`src/rtl/status_pkg.sv`:
```
// Shared constants and types for the status flag register and its save stack.
package status_pkg;

   localparam int unsigned FLAG_Z = 0;
   localparam int unsigned FLAG_N = 1;
   localparam int unsigned FLAG_C = 2;
   localparam int unsigned FLAG_V = 3;

   localparam int unsigned DEF_FLAG_COUNT  = 4;
   localparam int unsigned DEF_STACK_DEPTH = 4;

   typedef enum logic [1:0] {
      LIFO_NONE,
      LIFO_PUSH,
      LIFO_POP,
      LIFO_XCHG
   } lifo_op_t;

endpackage

```
`src/rtl/flag_lifo.sv`:
```
// Snapshot storage for saved flags: push, pop and in-place exchange of the top entry.
module flag_lifo
   import status_pkg::*;
#(
   parameter int unsigned WIDTH = DEF_FLAG_COUNT,
   parameter int unsigned DEPTH = DEF_STACK_DEPTH
) (
   input  logic                       clock,
   input  logic                       status_reset,
   input  lifo_op_t                   op,
   input  logic [WIDTH-1:0]           wr_data,
   output logic [WIDTH-1:0]           rd_data,
   output logic [$clog2(DEPTH+1)-1:0] count
);

   localparam int unsigned CW = $clog2(DEPTH + 1);
   localparam int unsigned AW = (DEPTH > 1) ? $clog2(DEPTH) : 1;

   logic [WIDTH-1:0] mem [DEPTH];
   logic [AW-1:0]    top_idx;
   logic [AW-1:0]    wr_idx;
   logic             has_room;
   logic             has_data;

   always_comb begin
      top_idx  = AW'(count - 1'b1);
      wr_idx   = count[AW-1:0];
      has_room = (count < CW'(DEPTH));
      has_data = (count != '0);
      rd_data  = mem[top_idx];
   end

   // Entries are deliberately left out of reset; only the pointer forgets them.
   always_ff @(posedge clock) begin
      case (op)
         LIFO_PUSH: if (has_room) mem[wr_idx]  <= wr_data;
         LIFO_XCHG: if (has_data) mem[top_idx] <= wr_data;
         default: ;
      endcase
   end

   always_ff @(posedge clock or posedge status_reset) begin
      if (status_reset) begin
         count <= '0;
      end else begin
         case (op)
            LIFO_PUSH: if (has_room) count <= count + 1'b1;
            LIFO_POP:  if (has_data) count <= count - 1'b1;
            default: ;
         endcase
      end
   end

endmodule

```
`src/rtl/status_stack.sv`:
```
// Live status flags with masked writes, a save/restore stack and sticky stack error flags.
module status_stack
   import status_pkg::*;
#(
   parameter int unsigned FLAG_COUNT  = DEF_FLAG_COUNT,
   parameter int unsigned STACK_DEPTH = DEF_STACK_DEPTH
) (
   input  logic                             clock,
   input  logic                             status_reset,
   input  logic [FLAG_COUNT-1:0]            flags_in,
   input  logic [FLAG_COUNT-1:0]            flag_wr_mask,
   input  logic                             status_wr,
   input  logic                             push,
   input  logic                             pop,
   input  logic                             err_clear,
   output logic [FLAG_COUNT-1:0]            flags_out,
   output logic [$clog2(STACK_DEPTH+1)-1:0] depth_count,
   output logic                             stack_full,
   output logic                             stack_empty,
   output logic                             stack_overflow,
   output logic                             stack_underflow
);

   localparam int unsigned CW = $clog2(STACK_DEPTH + 1);

   lifo_op_t              op;
   logic [FLAG_COUNT-1:0] top_data;
   logic [FLAG_COUNT-1:0] next_flags;
   logic                  apply_wr;
   logic                  load_top;
   logic                  ovf_event;
   logic                  unf_event;

   flag_lifo #(
      .WIDTH (FLAG_COUNT),
      .DEPTH (STACK_DEPTH)
   ) u_lifo (
      .clock        (clock),
      .status_reset (status_reset),
      .op           (op),
      .wr_data      (flags_out),
      .rd_data      (top_data),
      .count        (depth_count)
   );

   always_comb begin
      stack_full  = (depth_count == CW'(STACK_DEPTH));
      stack_empty = (depth_count == '0);
   end

   // Any command that restores from the stack discards the masked write;
   // rejected commands (overflow/underflow) leave the write in effect.
   always_comb begin
      op        = LIFO_NONE;
      apply_wr  = status_wr;
      load_top  = 1'b0;
      ovf_event = 1'b0;
      unf_event = 1'b0;
      if (push && pop) begin
         if (stack_empty) begin
            unf_event = 1'b1;
         end else begin
            op       = LIFO_XCHG;
            load_top = 1'b1;
            apply_wr = 1'b0;
         end
      end else if (push) begin
         if (stack_full) ovf_event = 1'b1;
         else            op        = LIFO_PUSH;
      end else if (pop) begin
         if (stack_empty) begin
            unf_event = 1'b1;
         end else begin
            op       = LIFO_POP;
            load_top = 1'b1;
            apply_wr = 1'b0;
         end
      end

      if (load_top)      next_flags = top_data;
      else if (apply_wr) next_flags = (flags_out & ~flag_wr_mask) | (flags_in & flag_wr_mask);
      else               next_flags = flags_out;
   end

   always_ff @(posedge clock or posedge status_reset) begin
      if (status_reset) begin
         flags_out       <= '0;
         stack_overflow  <= 1'b0;
         stack_underflow <= 1'b0;
      end else begin
         flags_out       <= next_flags;
         stack_overflow  <= ovf_event | (stack_overflow  & ~err_clear);
         stack_underflow <= unf_event | (stack_underflow & ~err_clear);
      end
   end

endmodule

```
`config.mk`:
```
export PLATFORM = sky130hd
export DESIGN_NAME = status_stack
export DESIGN_NICKNAME = d
export VERILOG_FILES = /design/src/rtl/status_pkg.sv /design/src/rtl/flag_lifo.sv /design/src/rtl/status_stack.sv
export SDC_FILE = /design/constraint.sdc
export NUM_CORES = 1
export LEC_CHECK = 0
export BUFFER_PORTS_ARGS = -buffer_cell sky130_fd_sc_hd__buf_2
export CAP_MARGIN = 15
export CORE_MARGIN = 2
export CORE_UTILIZATION = 55
export DETAILED_ROUTE_END_ITERATION = 7
export PLACE_DENSITY = 0.8
export SYNTH_ARGS = -nofsm -noshare
export SYNTH_HDL_FRONTEND = slang
export SYNTH_SLANG_ARGS = --single-unit
```
`constraint.sdc`:
```
create_clock -name clock -period 7.29 [get_ports clock]
set_clock_uncertainty 0.2 [all_clocks]
set_input_delay 1.0935 -clock clock [delete_from_list [all_inputs] [get_ports clock]]
set_output_delay 1.0935 -clock clock [all_outputs]
set_load 0.01 [all_outputs]
```
[Word level (Yosys, flattened, before mapping)]
Memories as Yosys holds them, arrays and structs flattened.
Index checks and enable logic that the tools add are counted.
Operators by class
  $add $sub $neg: 2
  order comparisons: 1
  eq/ne operators: 6
  mux-type cells: 35
  bitwise logic cells: 9
  reduce and logical (&&, ||, !) cells: 7
Operators with widths (number)
  $mux 1: 23
  $mux 2: 6
  $mux 4: 3
  $and 4x4->4: 2
  $mux 3: 2
  $pmux 3 s2: 1
  $eq 2x2->1 const B: 2
  $ne 2x1->1 const B: 2
  $not 4->4: 1
  $or 4x4->4: 1
  $reduce_bool 2->1: 2
  $reduce_or 4->1: 1
  $add 3x1->3 const B: 1
  $eq 3x3->1 const B: 1
  $logic_not 3->1: 1
  $lt 3x3->1 const B: 1
  $reduce_and 3->1: 1
  $reduce_bool 3->1: 1
  $sub 3x1->3 const B: 1
  $and 1x1->1: 2
  $eq 2x1->1 const B: 1
  $or 1x1->1: 2
  $logic_and 1x1->1: 1
  $not 1->1: 1
Word-level totals
  register bits after elaboration: 9
  RAM bits: 16
  input bits: 14
  output and inout bits: 11
  word-level logic and storage cells: 65
  memories: 1
Memory list
  u_lifo.mem: depth 4, width 4, rd ports 1, clocked after Yosys merged registers in 0, write ports 1, line flag_lifo.sv:19  | logic [WIDTH-1:0] mem [DEPTH];

[Depth between registers and ports, before layout]
  word-level depth: 10
  depth in mapped cells: 10
  mapped depth without buffers: 9

[By module]
Synthesis repeated with hierarchy kept, for this count alone.
Second synthesis, totals
  cells, all modules: 105
  area, all modules: 1297.5 sq um
Modules (own cells, without submodules)
  flag_lifo: instances 1, cells an instance 69, area each 967.2 sq um, sequential area each 555.5 sq um
  status_stack: instances 1, cells an instance 36, area each 330.3 sq um, sequential area each 150.1 sq um

[Least setup slack after synthesis]
Ideal clock, no wire load.
  path kind: input to register
  start: input port pop
  end: memory u_lifo.mem[1][0] (netlist bit) (enable)
  library setup time: 372 ps
  arrival time: 2778 ps
  slack: 3940 ps
  stages on the path: 7
  buffers on the path: 0
  cells stage by stage: xor2_1 > nand2_1 > and2_1 > ha_1 > nor2b_1 > or4b_1 > a211oi_1
On the way
  word-level cells in the longest chain between the ends: 8
  elaborated cells between the ends (all ways): 13
  those cells by class: 2 x eq/ne; 9 x mux; 2 x reduce/logical
RTL lines
  from (decl): line status_stack.sv:14  | input logic pop,
  $mux 2: line status_stack.sv:70  | end else if (pop) begin
  $mux 2: line status_stack.sv:67  | end else if (push) begin
  $mux 2 *: line status_stack.sv:59  | if (push && pop) begin
  $eq 2x2->1: line flag_lifo.sv:35  | case (op)
  $mux 1: line flag_lifo.sv:35
  $mux 1 (not written as such): line flag_lifo.sv:37  | LIFO_XCHG: if (has_data) mem[top_idx] <= wr_data;
  $reduce_or 4->1 (no source line)
  $mux 2 (no source line) or $mux 1 (tied branches)
  to (decl): line flag_lifo.sv:19
Every way passes the cells marked *; elsewhere a longest branch is shown, timed or not.

[Final worst setup path]
  start: register u_lifo.count[0]
  end: memory u_lifo.mem[1][1] (netlist bit) (enable)
On the way
  word-level cells in the longest chain between the ends: 10
  elaborated cells between the ends (all ways): 22
  those cells by class: 1 x add/sub; 1 x order compare; 3 x eq/ne; 14 x mux; 3 x reduce/logical
RTL lines
  from (decl): line flag_lifo.sv:13  | output logic [$clog2(DEPTH+1)-1:0] count
  from (signal assigned): line flag_lifo.sv:47  | LIFO_PUSH: if (has_room) count <= count + 1'b1;
  from (signal assigned): line flag_lifo.sv:48  | LIFO_POP: if (has_data) count <= count - 1'b1;
  $logic_not 3->1: line status_stack.sv:48  | stack_empty = (depth_count == '0);
  $mux 2: line status_stack.sv:71  | if (stack_empty) begin
  $mux 2: line status_stack.sv:70
  $mux 2: line status_stack.sv:67
  $mux 2: line status_stack.sv:59
  $eq 2x2->1: line flag_lifo.sv:35
  $mux 1: line flag_lifo.sv:35
  $mux 1 (not written as such): line flag_lifo.sv:37
  $reduce_or 4->1 (no source line)
  $mux 2 (no source line) or $mux 1 (tied branches)
Several ways; a longest one is shown, not always the timed one.

==> key figures <==
Clock tree
  • CTS resizes: 0
  • CTS sink count: 25
  • Postcts setup bufs: 0
  • Clk_lat worst skew: 0.31 ns
  • CTS tree: built
  • Register clock-pin slew on the reported worst setup and hold paths: 0.12 ns
  • Root Driver: clkbuf_4
  • Cts hold-fix bufs: 0
  • Worst-case clock buffer depth: 2
  • H-tree Lvls: 1
  • Total CTS buffers: 3

Run
  • # Max-Cap Violations: 0

STA
  • Max Slew Vio Count: 0
  • Final min period: 3.64 ns
  • Max Clock Freq: 0.275 GHz
  • Minimum hold slack: 0.344 ns
  • Hold Vio Cnt, Final: 0
  • RSZ-0062 raised after global routing: false
  • Slew @ Worst Pin: 0.663 ns
  • Period utilization: 49.9%
  • Endpoints failing setup: 0
  • PnR worst setup slack: 3.65 ns
  • Fin Setup TNS: 0 ns
  • Worst rel slew slack: 55.5%

Finish
  • Final instance area: 1410 um2
  • Ratio of cells with drive above 1 in the final layout: 34.2%
  • P&R area growth vs syn: 13.8%
  • Nets: 138
  • Final Instance Count excl. Fillers: 145
  • Fin util: 64.8%
  • Ant diodes: 0

Worst setup path
  • CP Class: reg -> reg
  • R2R setup slack: 3.65 ns
  • Crit. End Element: flop
  • Worst EP arrival: 3.40 ns
  • Worst Path Required: 7.05 ns
  • Crit-path max FO: 10
  • Startpoint types: flop

Pwr
  • Worst IR Drop VDD: 0.229 mV
  • Leak pwr: 0.588 nW
  • Cell Pwr Density: 382 nW/um2
  • Pwr Total: 0.538 mW

Placed design
  • Pre-CTS setup slack: 3.60 ns
  • Detail Placement HPWL: 1620 um
  • Dpl cells: 141
  • Gpl congestion: 0.752
  • Placed Instance Area: 1380 um2
  • PortBufs: 24

Synthesis
  • Syn Nets: 111
  • Top post-synthesis cells by area: edfxtp_1 39%, dfrtp_1 18%, mux2_2 8.2%
  • Main synth FF type: edfxtp_1
  • Number of synthesized flops with an enable pin: 16
  • Cell variety after synth: 25
  • Syn_area_per_cell: 13.6 um2
  • Cell taking the most area after synthesis: edfxtp_1
  • Share of the synthesized area in the top cell type: 38.9%
  • #FFs+latches synth: 25
  • Synth warnings: 0
  • Synth async-reset ratio: 36.0%
  • Post-Synthesis Cells: 91
  • Synthesized area: 1240 um2
  • Seq/Total Area, Yosys: 57.1%

Floorplan
  • Die Area: 2640 um2
  • Die X: 51.4 um
  • Num rows: 17
  • Chip Height: 51.4 um
  • Core ar.: 2170 um2
  • I/O pin count: 25
  • Initial Util: 57.0%

Route
  • Wirelength per Cell: 14.4 um
  • Routed WL: 2090 um
  • Drt initial violations: 8
  • Final antenna-violating net count: 0
  • DR vias/cell: 5.57
  • Remaining DRCs: 0
  • DRT Pass-1 Iters: 4
  • DR vias: 807

GRT
  • Total GRT Usage: 17.7%
  • First-pass GRT wire length: 3290 um
  • Global route overflow: 0
  • Initial antenna violation count: 0
  • Largest net degree at the start of global routing: 14
  • Vias in the first global route: 735

Min path
  • Hold Crit Class: reg -> reg

Outcome
  • Outcome: finished clean
-- layout by cell type (no fill, tap or decap), types with 2 or more instances in the layout --
cell type,count
buf_2,24
a21oi_1,2
and2_1,2
or4b_1,2
edfxtp_1,16
ha_1,6
dfrtp_1,9
mux4_2,4
a211oi_1,2
xnor2_1,2
nand2_1,9
a31oi_1,2
clkbuf_4,3
a22oi_1,2
nand3_1,2
nor2b_1,2
o21ai_0,4
inv_1,8
mux2_2,9
-- cells by family (layout without fill, tap and decap cells) --
family	after synthesis	in the layout	share of synthesized area, %
flops	25	25	57.1
simple gates	21	21	9.21
mux	14	14	16.3
compound gates	12	12	5.87
buf+inv	10	36	3.34
fa+ha+maj	6	6	6.07
xor+xnor	3	3	2.13
-- power by group --
group | total (mW) | internal, mW | switching (mW)
sequential | 0.253 | 0.208 | 0.0453
clock | 0.0591 | 0.0214 | 0.0377
combinational | 0.226 | 0.116 | 0.110
-- final cells by class --
class                   count  area (um2)
fillers                   172         763
flip-flops and latches     25         706
multi-input cells          56         489
repair buffers             24         120
well taps                  28        35.0
inverters                   8        30.0
clock buffers               4        26.3
-- critical path: stages, from the launching register on --
cell	delay [ns]
dfrtp_1	0.57
inv_1	0.19
ha_1	0.28
nand2b_1	0.15
nand2_1	0.26
inv_1	0.11
ha_1	0.24
nor2b_1	0.15
or4b_1	0.54
a211oi_1	0.58
-- layer usage --
metal	track usage [%]	vias to the layer above	part of all wire (%)
li1	-	385	-
met1	20.8	392	41
met2	31.6	26	53
met3	2.63	4	4.4
met4	7.89	0	1.4
met5	0	-	0
-- final timing paths --
path	depth (start not counted)	end	from
max	9	u_lifo.mem[1][1]	u_lifo.count[0]
min	2	stack_overflow	stack_overflow
max reg2reg	9	u_lifo.mem[1][1]	u_lifo.count[0]
min reg2reg	2	stack_overflow	stack_overflow
max in group asynchronous	2	stack_overflow	status_reset
min in group asynchronous	2	u_lifo.count[2]	status_reset
-- synth_stat cells, types with 4 or more instances --
cell type,number
dfrtp_1,9
mux4_2,4
o21ai_0,4
inv_1,8
mux2_2,9
nand2_1,9
ha_1,6
edfxtp_1,16
Power figures use the tool's default switching activity.
